--- config.mk ---
export PLATFORM = sky130hd
export DESIGN_NAME = uart_rx_deser
export DESIGN_NICKNAME = d
export VERILOG_FILES = /design/src/rtl/uart_pkg.sv /design/src/rtl/uart_sync2.sv /design/src/rtl/uart_rx_deser.sv
export SDC_FILE = /design/constraint.sdc
export NUM_CORES = 1
export LEC_CHECK = 0
export ABC_AREA = 1
export CORE_ASPECT_RATIO = 1.75
export CORE_MARGIN = 2
export CORE_UTILIZATION = 45
export CTS_BUF_LIST = sky130_fd_sc_hd__clkbuf_16
export DETAILED_ROUTE_END_ITERATION = 10
export PLACE_DENSITY = 0.71
export SLEW_MARGIN = 25
export SYNTH_ARGS = -nofsm -noshare
export SYNTH_HDL_FRONTEND = slang
export SYNTH_SLANG_ARGS = --single-unit
--- constraint.sdc ---
create_clock -name clk -period 1.7 [get_ports clk]
set_clock_uncertainty 0.05 [all_clocks]
set_input_delay 0.17 -clock clk [delete_from_list [all_inputs] [get_ports clk]]
set_output_delay 0.17 -clock clk [all_outputs]
set_load 0.02 [all_outputs]
--- src/rtl/uart_pkg.sv ---
// Shared UART definitions: receiver state encoding and default payload width,
// common to the receiver and transmitter.
package uart_pkg;

  localparam int unsigned UART_DATA_BITS = 8;

  typedef enum logic [2:0] {
    ST_IDLE,
    ST_START,
    ST_DATA,
    ST_STOP,
    ST_WAIT_IDLE
  } uart_rx_state_t;

endpackage

--- src/rtl/uart_sync2.sv ---
// Two-flop synchronizer for an asynchronous single-bit input.
// The reset value is parameterised so idle-high lines do not glitch out of reset.
module uart_sync2 #(
  parameter logic RESET_VAL = 1'b0
) (
  input  logic clk,
  input  logic rst,
  input  logic d,
  output logic q
);

  logic meta;

  always_ff @(posedge clk or negedge rst) begin
    if (!rst) begin
      meta <= RESET_VAL;
      q    <= RESET_VAL;
    end else begin
      meta <= d;
      q    <= meta;
    end
  end

endmodule

--- src/rtl/uart_rx_deser.sv ---
// UART receive deserializer: mid-bit sampling, LSB-first payload, one-cycle
// FIFO write strobe plus done / framing-error / overrun status pulses.
module uart_rx_deser
  import uart_pkg::*;
#(
  parameter int unsigned CLKS_PER_BIT = 868,
  parameter int unsigned DATA_BITS    = UART_DATA_BITS
) (
  input  logic                 clk,
  input  logic                 rst,
  input  logic                 rx,
  input  logic                 fifo_full,
  output logic [DATA_BITS-1:0] data_in,
  output logic                 wr_en,
  output logic                 rx_done,
  output logic                 frame_err,
  output logic                 overrun,
  output logic                 busy
);

  localparam int unsigned TW = $clog2(CLKS_PER_BIT);
  localparam int unsigned IW = $clog2(DATA_BITS);
  localparam logic [TW-1:0] T_HALF = TW'(CLKS_PER_BIT / 2 - 1);
  localparam logic [TW-1:0] T_FULL = TW'(CLKS_PER_BIT - 1);
  localparam logic [IW-1:0] I_LAST = IW'(DATA_BITS - 1);

  logic                 rx_s;
  uart_rx_state_t       state;
  logic [TW-1:0]        timer;
  logic [IW-1:0]        bit_idx;
  logic [DATA_BITS-1:0] shreg;
  logic                 armed;
  logic                 pend_good;
  logic                 pend_ovr;
  logic                 pend_ferr;

  uart_sync2 #(
    .RESET_VAL (1'b1)
  ) u_sync (
    .clk (clk),
    .rst (rst),
    .d   (rx),
    .q   (rx_s)
  );

  // The stop-bit outcome is latched into pend_* and published one cycle later;
  // the FSM itself is already back in IDLE so a following start bit is not missed.
  always_ff @(posedge clk or negedge rst) begin
    if (!rst) begin
      state     <= ST_IDLE;
      timer     <= '0;
      bit_idx   <= '0;
      shreg     <= '0;
      armed     <= 1'b0;
      pend_good <= 1'b0;
      pend_ovr  <= 1'b0;
      pend_ferr <= 1'b0;
      data_in   <= '0;
      wr_en     <= 1'b0;
      rx_done   <= 1'b0;
      frame_err <= 1'b0;
      overrun   <= 1'b0;
      busy      <= 1'b0;
    end else begin
      wr_en     <= pend_good;
      overrun   <= pend_ovr;
      frame_err <= pend_ferr;
      rx_done   <= pend_good | pend_ovr | pend_ferr;
      if (pend_good) begin
        data_in <= shreg;
      end
      pend_good <= 1'b0;
      pend_ovr  <= 1'b0;
      pend_ferr <= 1'b0;

      case (state)
        ST_IDLE: begin
          timer   <= '0;
          bit_idx <= '0;
          // armed requires the line to be seen high first, so a line held
          // low across reset release is not mistaken for a start bit.
          if (rx_s) begin
            armed <= 1'b1;
          end else if (armed) begin
            state <= ST_START;
            busy  <= 1'b1;
          end
        end

        ST_START: begin
          if (timer == T_HALF) begin
            timer <= '0;
            if (rx_s) begin
              state <= ST_IDLE;
              busy  <= 1'b0;
            end else begin
              state <= ST_DATA;
            end
          end else begin
            timer <= timer + 1'b1;
          end
        end

        ST_DATA: begin
          if (timer == T_FULL) begin
            timer <= '0;
            shreg <= {rx_s, shreg[DATA_BITS-1:1]};
            if (bit_idx == I_LAST) begin
              bit_idx <= '0;
              state   <= ST_STOP;
            end else begin
              bit_idx <= bit_idx + 1'b1;
            end
          end else begin
            timer <= timer + 1'b1;
          end
        end

        ST_STOP: begin
          if (timer == T_FULL) begin
            timer <= '0;
            if (rx_s) begin
              pend_good <= ~fifo_full;
              pend_ovr  <= fifo_full;
              state     <= ST_IDLE;
              busy      <= 1'b0;
            end else begin
              pend_ferr <= 1'b1;
              state     <= ST_WAIT_IDLE;
            end
          end else begin
            timer <= timer + 1'b1;
          end
        end

        ST_WAIT_IDLE: begin
          timer <= '0;
          if (rx_s) begin
            state <= ST_IDLE;
            busy  <= 1'b0;
          end
        end

        default: begin
          state <= ST_IDLE;
          timer <= '0;
          busy  <= 1'b0;
        end
      endcase
    end
  end

endmodule

# == Word level (Yosys, flattened, before mapping) ==
# Index checks and enable logic that the tools add are counted.
# totals
reg_bits,43
out_inout_bits,13
# op_classes
addsub,2
n_eq_ne,14
muxes,31
n_bitwise,4
n_reduce_logical,8
# op_table
op,count
$mux W3,10
$mux W10,2
$pmux W10 S2,1
$pmux W3 S5,1
$mux W1,14
$ne A2 B2 Y1 const B,6
$add A10 B1 Y10 const B,1
$eq A10 B10 Y1 const B,1
$eq A10 B9 Y1 const B,1
$reduce_and A7 Y1,1
$eq A3 B2 Y1 const B,2
$eq A3 B3 Y1 const B,2
$pmux W3 S2,1
$reduce_and A2 Y1,3
$pmux W1 S5,1
$reduce_and A5 Y1,1
$add A3 B1 Y3 const B,1
$eq A3 B1 Y1 const B,1
$logic_not A3 Y1,1
$mux W2,1
$ne A2 B1 Y1 const B,1
$not A1 Y1,2
$or A1 B1 Y1,2
$reduce_bool A2 Y1,1
$reduce_or A2 Y1,1

# == Logic depth before layout (Yosys ltp) ==
# Gate-level depths: netlist of run 1.
# logic_depth
word_depth,4
mapped_depth,9
ltp_nobuf,9

# == By module ==
# A second synthesis of run 1 with hierarchy kept.
# unflattened
hier_cells,216
area_unflattened_um2,2016.9
# modules_own_cells
mod,n_inst,cells_each,area_each_um2
uart_rx_deser,1,214,1964.4
uart_sync2,1,2,52.6

# == Worst setup path before layout of run 1 ==
# OpenSTA, ideal clock, no wires.
# synth_timing
path_kind,register to register
startpoint,register timer[0]
endpoint,register bit_idx[0]
setup_ns,0.117
arrival_time_ns,1.257
setup_slack_ns,0.277
stages_incl_launch_ff,9
path_buffers,0
synth_period_minus_slack_ns,1.423
cell_sequence,dfrtp_1 > ha_1 > nand2_1 > nor2_4 > nand3_4 > nor2_8 > nor2_1 > nor2_1 > nor2_1
# synth_between
elab_chain_len,3
# synth_lines
element,line_no,rtl
from (decl),uart_rx_deser.sv:29,logic [TW-1:0] timer;
from (signal assigned),uart_rx_deser.sv:100,timer <= timer + 1'b1;
from (signal assigned),uart_rx_deser.sv:115,timer <= timer + 1'b1;
from (signal assigned),uart_rx_deser.sv:132,timer <= timer + 1'b1;
$eq A10 B10 Y1,uart_rx_deser.sv:105,if (timer == T_FULL) begin
$ne A2 B2 Y1 (no line),n/a,
$reduce_and A2 Y1 (no line),n/a,
to (signal assigned),uart_rx_deser.sv:112,bit_idx <= bit_idx + 1'b1;
to (decl),uart_rx_deser.sv:30,logic [IW-1:0] bit_idx;
# Every way passes these cells.
# A chain may end at the register's enable or synchronous reset.

# == Worst setup path after layout of run 1 ==
# layout_timing
startpoint,register timer[0]
endpoint,register busy
# layout_between
elab_chain_len,3
word_cells_on_any_way,5
classes_between,4 x eq/ne; 1 x reduce/logical
# layout_lines
element,line_no,rtl
$eq A10 B10 Y1 / $eq A10 B9 Y1 (equally long branches),"uart_rx_deser.sv:120, uart_rx_deser.sv:91",
$ne A2 B2 Y1 (no line),n/a,
$reduce_and A5 Y1 (no line) *,n/a,
to (signal assigned),uart_rx_deser.sv:126,busy <= 1'b0;
to (signal assigned),uart_rx_deser.sv:140,busy <= 1'b0;
to (signal assigned),uart_rx_deser.sv:147,busy <= 1'b0;
to (decl),uart_rx_deser.sv:18,output logic busy
# Every way passes the cells marked *; elsewhere a longest branch is shown, timed or not.

==> results of run 1 <==
[flip-flops by register name, indices dropped and copies added, names as in the netlist, 3 cells and up]
signal,flops
shreg,8
data_in,8
timer,10
bit_idx,3
state,3
[metal layers]
metal	track usage (%)	vias to the layer above	part of all wire, %
met5	0	-	0
met4	7.051	0	1.9
met3	3.488	6	2.6
met2	27.06	23	55
met1	18.92	646	40
li1	-	686	-
[layout by cell type, fill, tap and decap left out, drive strengths merged]
cell type / netlist / final
or3: 1 / 1
xnor2: 1 / 1
ha: 4 / 4
inv: 23 / 24
nand3b: 1 / 1
clkbuf: 1 / 5
dfrtp: 41 / 41
xor2: 6 / 6
a21oi: 11 / 11
clkinv: 0 / 1
nand3: 12 / 12
buf: 3 / 3
bufinv: 0 / 1
nor4: 1 / 1
dfstp: 2 / 2
dlygate4sd3: 0 / 1
nor2: 40 / 40
nor3: 3 / 3
nand4: 1 / 1
o21ai: 12 / 12
mux2: 2 / 2
nand2: 40 / 40
clkdlybuf4s50: 0 / 15
[power groups by stage]
stage	clock network [mW]	logic, mW	registers (mW)
2_1_floorplan	0	0.505	1.20
3_3_place_gp	0	0.644	1.21
3_5_place_dp	0	0.654	1.22
4_1_cts	1.12	0.661	1.20
5_1_grt	1.16	0.765	1.21
6_report	1.09	0.653	1.20
[worst max-delay path: stages (launching register included)]
cell and delay (ns):
dfrtp_1 0.40, ha_2 0.22, nand2_1 0.09, nor2_4 0.11, nand3_4 0.14, a21oi_1 0.23
nand2_1 0.09, nand2_1 0.07, nand2_1 0.04
[cell families (layout without fill, tap and decap cells)]
| logic type | Yosys count | in the layout |
|---|---|---|
| AO/OA/AOI/OAI | 23 | 23 |
| buffers and inverters | 27 | 50 |
| adder cells (fa/ha/maj) | 4 | 4 |
| multiplexers | 2 | 2 |
| flip-flops | 43 | 43 |
| AND/OR/NAND/NOR | 99 | 99 |
| XOR/XNOR | 7 | 7 |
[stage by stage]
stage	instance area (um2)	hold WS (ns)	utilization (%)
floorplan	1909	-0.1756	-
global placement	2118	0.2197	51.52
detailed placement	2118	0.2203	51.52
CTS	2301	0.2389	55.96
global route	2303	0.2417	56.03
finish	2303	0.2430	56.03
[final cells by class]
cell class	instances	area, um2	area share [%]
clock buffers	5	125.1	5.432
clock inverters	3	47.55	2.064
inverters	23	86.33	3.748
multi-input cells	135	711.9	30.91
flip-flops and latches	43	1079	46.82
well taps	49	61.31	2.662
repair buffers	19	192.7	8.365
[repair_timing]
action | in CTS | in global routing
setup buffers | 0 | 0
gates resized for setup | 0 | 1
endpoints found under the setup margin | 0 | 4
hold buffers | 1 | 0
hold endpoints to repair | 41 | 0
[worst min path at each step]
stage,startpoint,endpoint,slack [ns]
after global placement,rst,data_in[5],0.22
after global routing,rx,u_sync.meta,0.24
final,rx,u_sync.meta,0.24
after floorplan,rst,armed,-0.18
after CTS,rx,u_sync.meta,0.24
after detailed placement,rst,data_in[4],0.22
==> results.toml, run 1 <==
[power_and_ir_drop]
swShare_pct = 31.01
power_leakage_nw = 1.097
p_switching_mw = 0.9121
power.density_mw_per_mm2 = 1277
power_frac_clock_pct = 37.1
seqPwrFrac_pct = 40.8
pwr-share-comb_pct = 22.2
irDropWorstVdd_uv = 815.5
internal_power_mw = 2.029
power.total_mw = 2.941

[run]
maxCapViolations = 0

[yosys]
syn_inst = 205
yosys_most_used_dff = "dfrtp_1"
synth_top_family_by_area = "simple AND/OR/NAND/NOR gates"
synth_most_common_cell = "dfrtp_1"
synth_area_leaders = "dfrtp_1 54%, nand2_1 7.5%, nor2_1 7.3%"
syn_area_mm2 = 0.001909
synth_mux_area_share_pct = 1.180
synth_edf_count = 0
synthSimpleGateAreaFrac_pct = 23.33
synth_top_area_share_pct = 53.74
synth-async-reset-ratio_pct = 100.0
avgSynthCellArea_um2 = 9.314
ys.warnings.count = 0
synth_nets = 213
synth_compound_area_share_pct = 6.815
ys_types = 30
synth_common_cells = "41 x dfrtp_1, 38 x nand2_1, 37 x nor2_1"
synth_fa_ha_area_share_pct = 2.621
synth-seq-area-share_pct = 56.49
synth-xor-area-share_pct = 3.211
synth_top_area_cell = "dfrtp_1"
ys_seq_elements = 43

[placement]
place_hpwl_um = 2321
gp_congestion = 0.8036
place_ws_ns = 0.1556
io_buffer_count = 16
placed_cells = 268

[cts]
cts-buffers-inserted = 5
clock-sinks = 43
clk_pin_slew_worst_paths_ns = 0.06
htree_num_levels = 2
tritoncts = "done"
clk_path_buf_depth = 2
cts_root_buf = "clkbuf_16"
clkLatencyLatePin_ns = 0.28

[cells_and_area]
nNetsFinal = 235
drive_gt1_share_pct = 11.84
fillerInstances = 367
fin_cells = 277
area_growth_pct = 20.64
diodes = 0

[worst_hold_path]
hold_depth = 1
hold_path_class = "primary input to flop"

[drt]
wl_um = 3290
vias_per_cell = 4.913
antenna_left = 0
drc = 0
drtIter0Drc = 40
wl_per_cell_um = 11.88
drtPass1Iterations = 6
num_vias = 1361

[worst_setup_path]
regToRegSetupSlack_ns = 0.16
endpoint_kind = "flop"
worstPathMaxFanout = 7
r2r_start = "timer[0]"
path_class = "flop to flop"
cp-start-kind = "flop"
critPathRequiredTime_ns = 1.82
endpoint = "busy"
worstReg2RegEnd = "busy"
critPathArrivalTime_ns = 1.67
rr_worst_depth = 8
startpoint = "timer[0]"

[global_routing]
gr-total-overflow = 0
antenna_found_initial = 0
grt_pass1_wl_um = 5796
track_usage_pct = 16.13
grt_pass1_vias = 1339
grt_max_degree = 44

[sta]
maxSlewViolCount = 0
slew_headroom_pct = 64.76
rsz0062_at_grt = "no"
fin_crit_sh_pct = 90.84
max_freq_ghz = 0.6476
finalHoldViolCount = 0
min_period_ns = 1.544
worst_slack_ns = 0.1558
tightest_slew_ns = 0.5285
finalSetupViolations = 0
fin_tns_setup_ns = 0

[die]
start_util_pct = 46.44
die_x_um = 53.24
dieArea_mm2 = 0.004801
die_h_um = 90.17
core_mm2 = 0.004111
num_rows = 31
io-pin-count = 17

[status]
outcome = "complete, no violations"
(Power assumes the default switching activity.)
==> run 2: changes to the inputs <==
Settings changed: CORE_MARGIN 2 to not set, CORE_UTILIZATION 45 to 50, PLACE_DENSITY 0.71 to 0.77, SLEW_MARGIN 25 to 10.
==> run 2 against run 1 <==
  * Sequential share of layout area is 0.13 points lower
  * Via count up 1.7%
  * Combinational power grew 8.0%
  * Highest routed layer unchanged
==> results.toml, run 2 (synthesis gave the netlist of run 1 again) <==
[status]
outcome = "complete, no violations"

[global_routing]
grt_max_degree = 29
track_usage_pct = 21.39
gr-total-overflow = 0
grt_pass1_wl_um = 6499
grt_pass1_vias = 1497
antenna_found_initial = 0

[cells_and_area]
reg_top3 = "timer x10, data_in x8, shreg x8"
final_util_pct = 63.66
largest_register_ffs = 10
diodes = 0
nNetsFinal = 239
final_common_cell = "dfrtp_1"
area_growth_pct = 20.97
fillerInstances = 315
top_register = "timer"
layout_common_cells = "41 x dfrtp_1, 38 x nand2_1, 37 x nor2_1, 23 x inv_1, 15 x clkdlybuf4s50_1"
drive_gt1_share_pct = 13.36

[die]
die_h_um = 83.75
start_util_pct = 52.62
die_x_um = 48.71
dieArea_mm2 = 0.004079
io-pin-count = 17
core_mm2 = 0.003628
num_rows = 29

[worst_setup_path]
endpoint_kind = "flop"
cp_slowest_cell = "dfrtp_1"
crit_path_max_incr_delay_ns = 0.38
crit_chain = "inv_1 -> ha_1 -> nand2_1 -> nor2_1 -> nand3_1 -> a21oi_2 -> nand2_1 -> nand2_1 -> nand2_1"
path_class = "flop to flop"
cp-start-kind = "flop"
critPathArrivalTime_ns = 1.71
worstPathMaxFanout = 6
critPathRequiredTime_ns = 1.82
crit_top_cell = "nand2_1"

[cts]
clkLatencyLatePin_ns = 0.28
clk_pin_slew_worst_paths_ns = 0.06
clk_path_buf_depth = 2
clock-sinks = 43
htree_num_levels = 2
cts-buffers-inserted = 5
tritoncts = "done"
cts_root_buf = "clkbuf_16"

[sta]
maxSlewViolCount = 0
fin_crit_sh_pct = 93.63
max_freq_ghz = 0.6283
tightest_slew_ns = 0.5992
slew_headroom_pct = 60.05
fin_tns_setup_ns = 0
finalHoldViolCount = 0
holdWs_ns = 0.2382
min_period_ns = 1.592
finalSetupViolations = 0
rsz0062_at_grt = "yes"

[drt]
vias_per_cell = 4.978
drtPass1Iterations = 4
drtIter0Drc = 38
num_vias = 1384
antenna_left = 0
wl_um = 3626
wl_per_cell_um = 13.04
drc = 0

[run]
maxCapViolations = 0

[worst_hold_path]
hold_path_class = "primary input to flop"

[power_and_ir_drop]
power_leakage_nw = 1.106
irDropWorstVdd_uv = 954.2
power.total_mw = 2.808
power.density_mw_per_mm2 = 1216

[placement]
io_buffer_count = 16
place_hpwl_um = 2570
gp_congestion = 0.8712
run 2: cell count changes in the layout (fill, tap and decap cells not counted), sizes merged:
cell	delta
buf	+4
bufinv	-1
clkinvlp	+1
run 2: repair_timing:
item                                   CTS  global route
setup endpoints to repair                0             9
endpoints found under the hold margin   24             0
gates resized for setup                  0             3
hold buffers                             1             0
buffers inserted                         0             3
run 2: per-stage QoR:
| stage | std cells | setup slack [ns] | cell area (um2) |
|---|---|---|---|
| after floorplan | 205 | 0.2767 | 1909 |
| after global placement | 266 | 0.1787 | 2122 |
| after detailed placement | 266 | 0.08744 | 2122 |
| after CTS | 275 | 0.04235 | 2273 |
| after global routing | 278 | -0.05134 | 2310 |
| final | 278 | 0.1084 | 2310 |
run 2: layout make-up:
class                           instances  area (um2)  share of cell area [%]
Inverter                               23       86.33                   3.738
Sequential cell                        43        1079                   46.70
Multi-Input combinational cell        135       723.2                   31.31
Timing Repair Buffer                   23       222.7                   9.642
Tap cell                               46       57.56                   2.492
Clock buffer                            5       125.1                   5.417
Clock inverter                          3       16.27                  0.7042
run 2: path summary, 6_finish.rpt:
check	startpoint	slack [ns]	cells after the start	endpoint
setup / recovery	timer[1]	0.11	9	state[1]
hold / removal	rx	0.24	1	u_sync.meta
setup reg to reg	timer[1]	0.11	9	state[1]
hold reg to reg	u_sync.meta	0.31	0	u_sync.q
max in group asynchronous	rst	0.63	3	timer[9]
min in group asynchronous	rst	0.38	2	shreg[2]
run 2: routing by layer:
layer / GRT usage (%) / part of all wire, %
met5: 0 / 0
met4: 13.37 / 4.4
met2: 39.77 / 58
met3: 5.282 / 2.8
met1: 19.95 / 35
run 2: worst max-delay path, delay by kind of cell, from the launching register on:
kind	cells	cell delay, ns
AO/OA/AOI/OAI	1	0.33
buffers and inverters	1	0.08
adder cells (fa/ha/maj)	1	0.16
AND/OR/NAND/NOR	6	0.49
flip-flops	1	0.38
run 2: report_power, final:
part / switching (mW) / internal (mW) / total [mW]
Sequential: 0.0901 / 1.11 / 1.20
Combinational: 0.469 / 0.237 / 0.705
Clock: 0.369 / 0.535 / 0.904
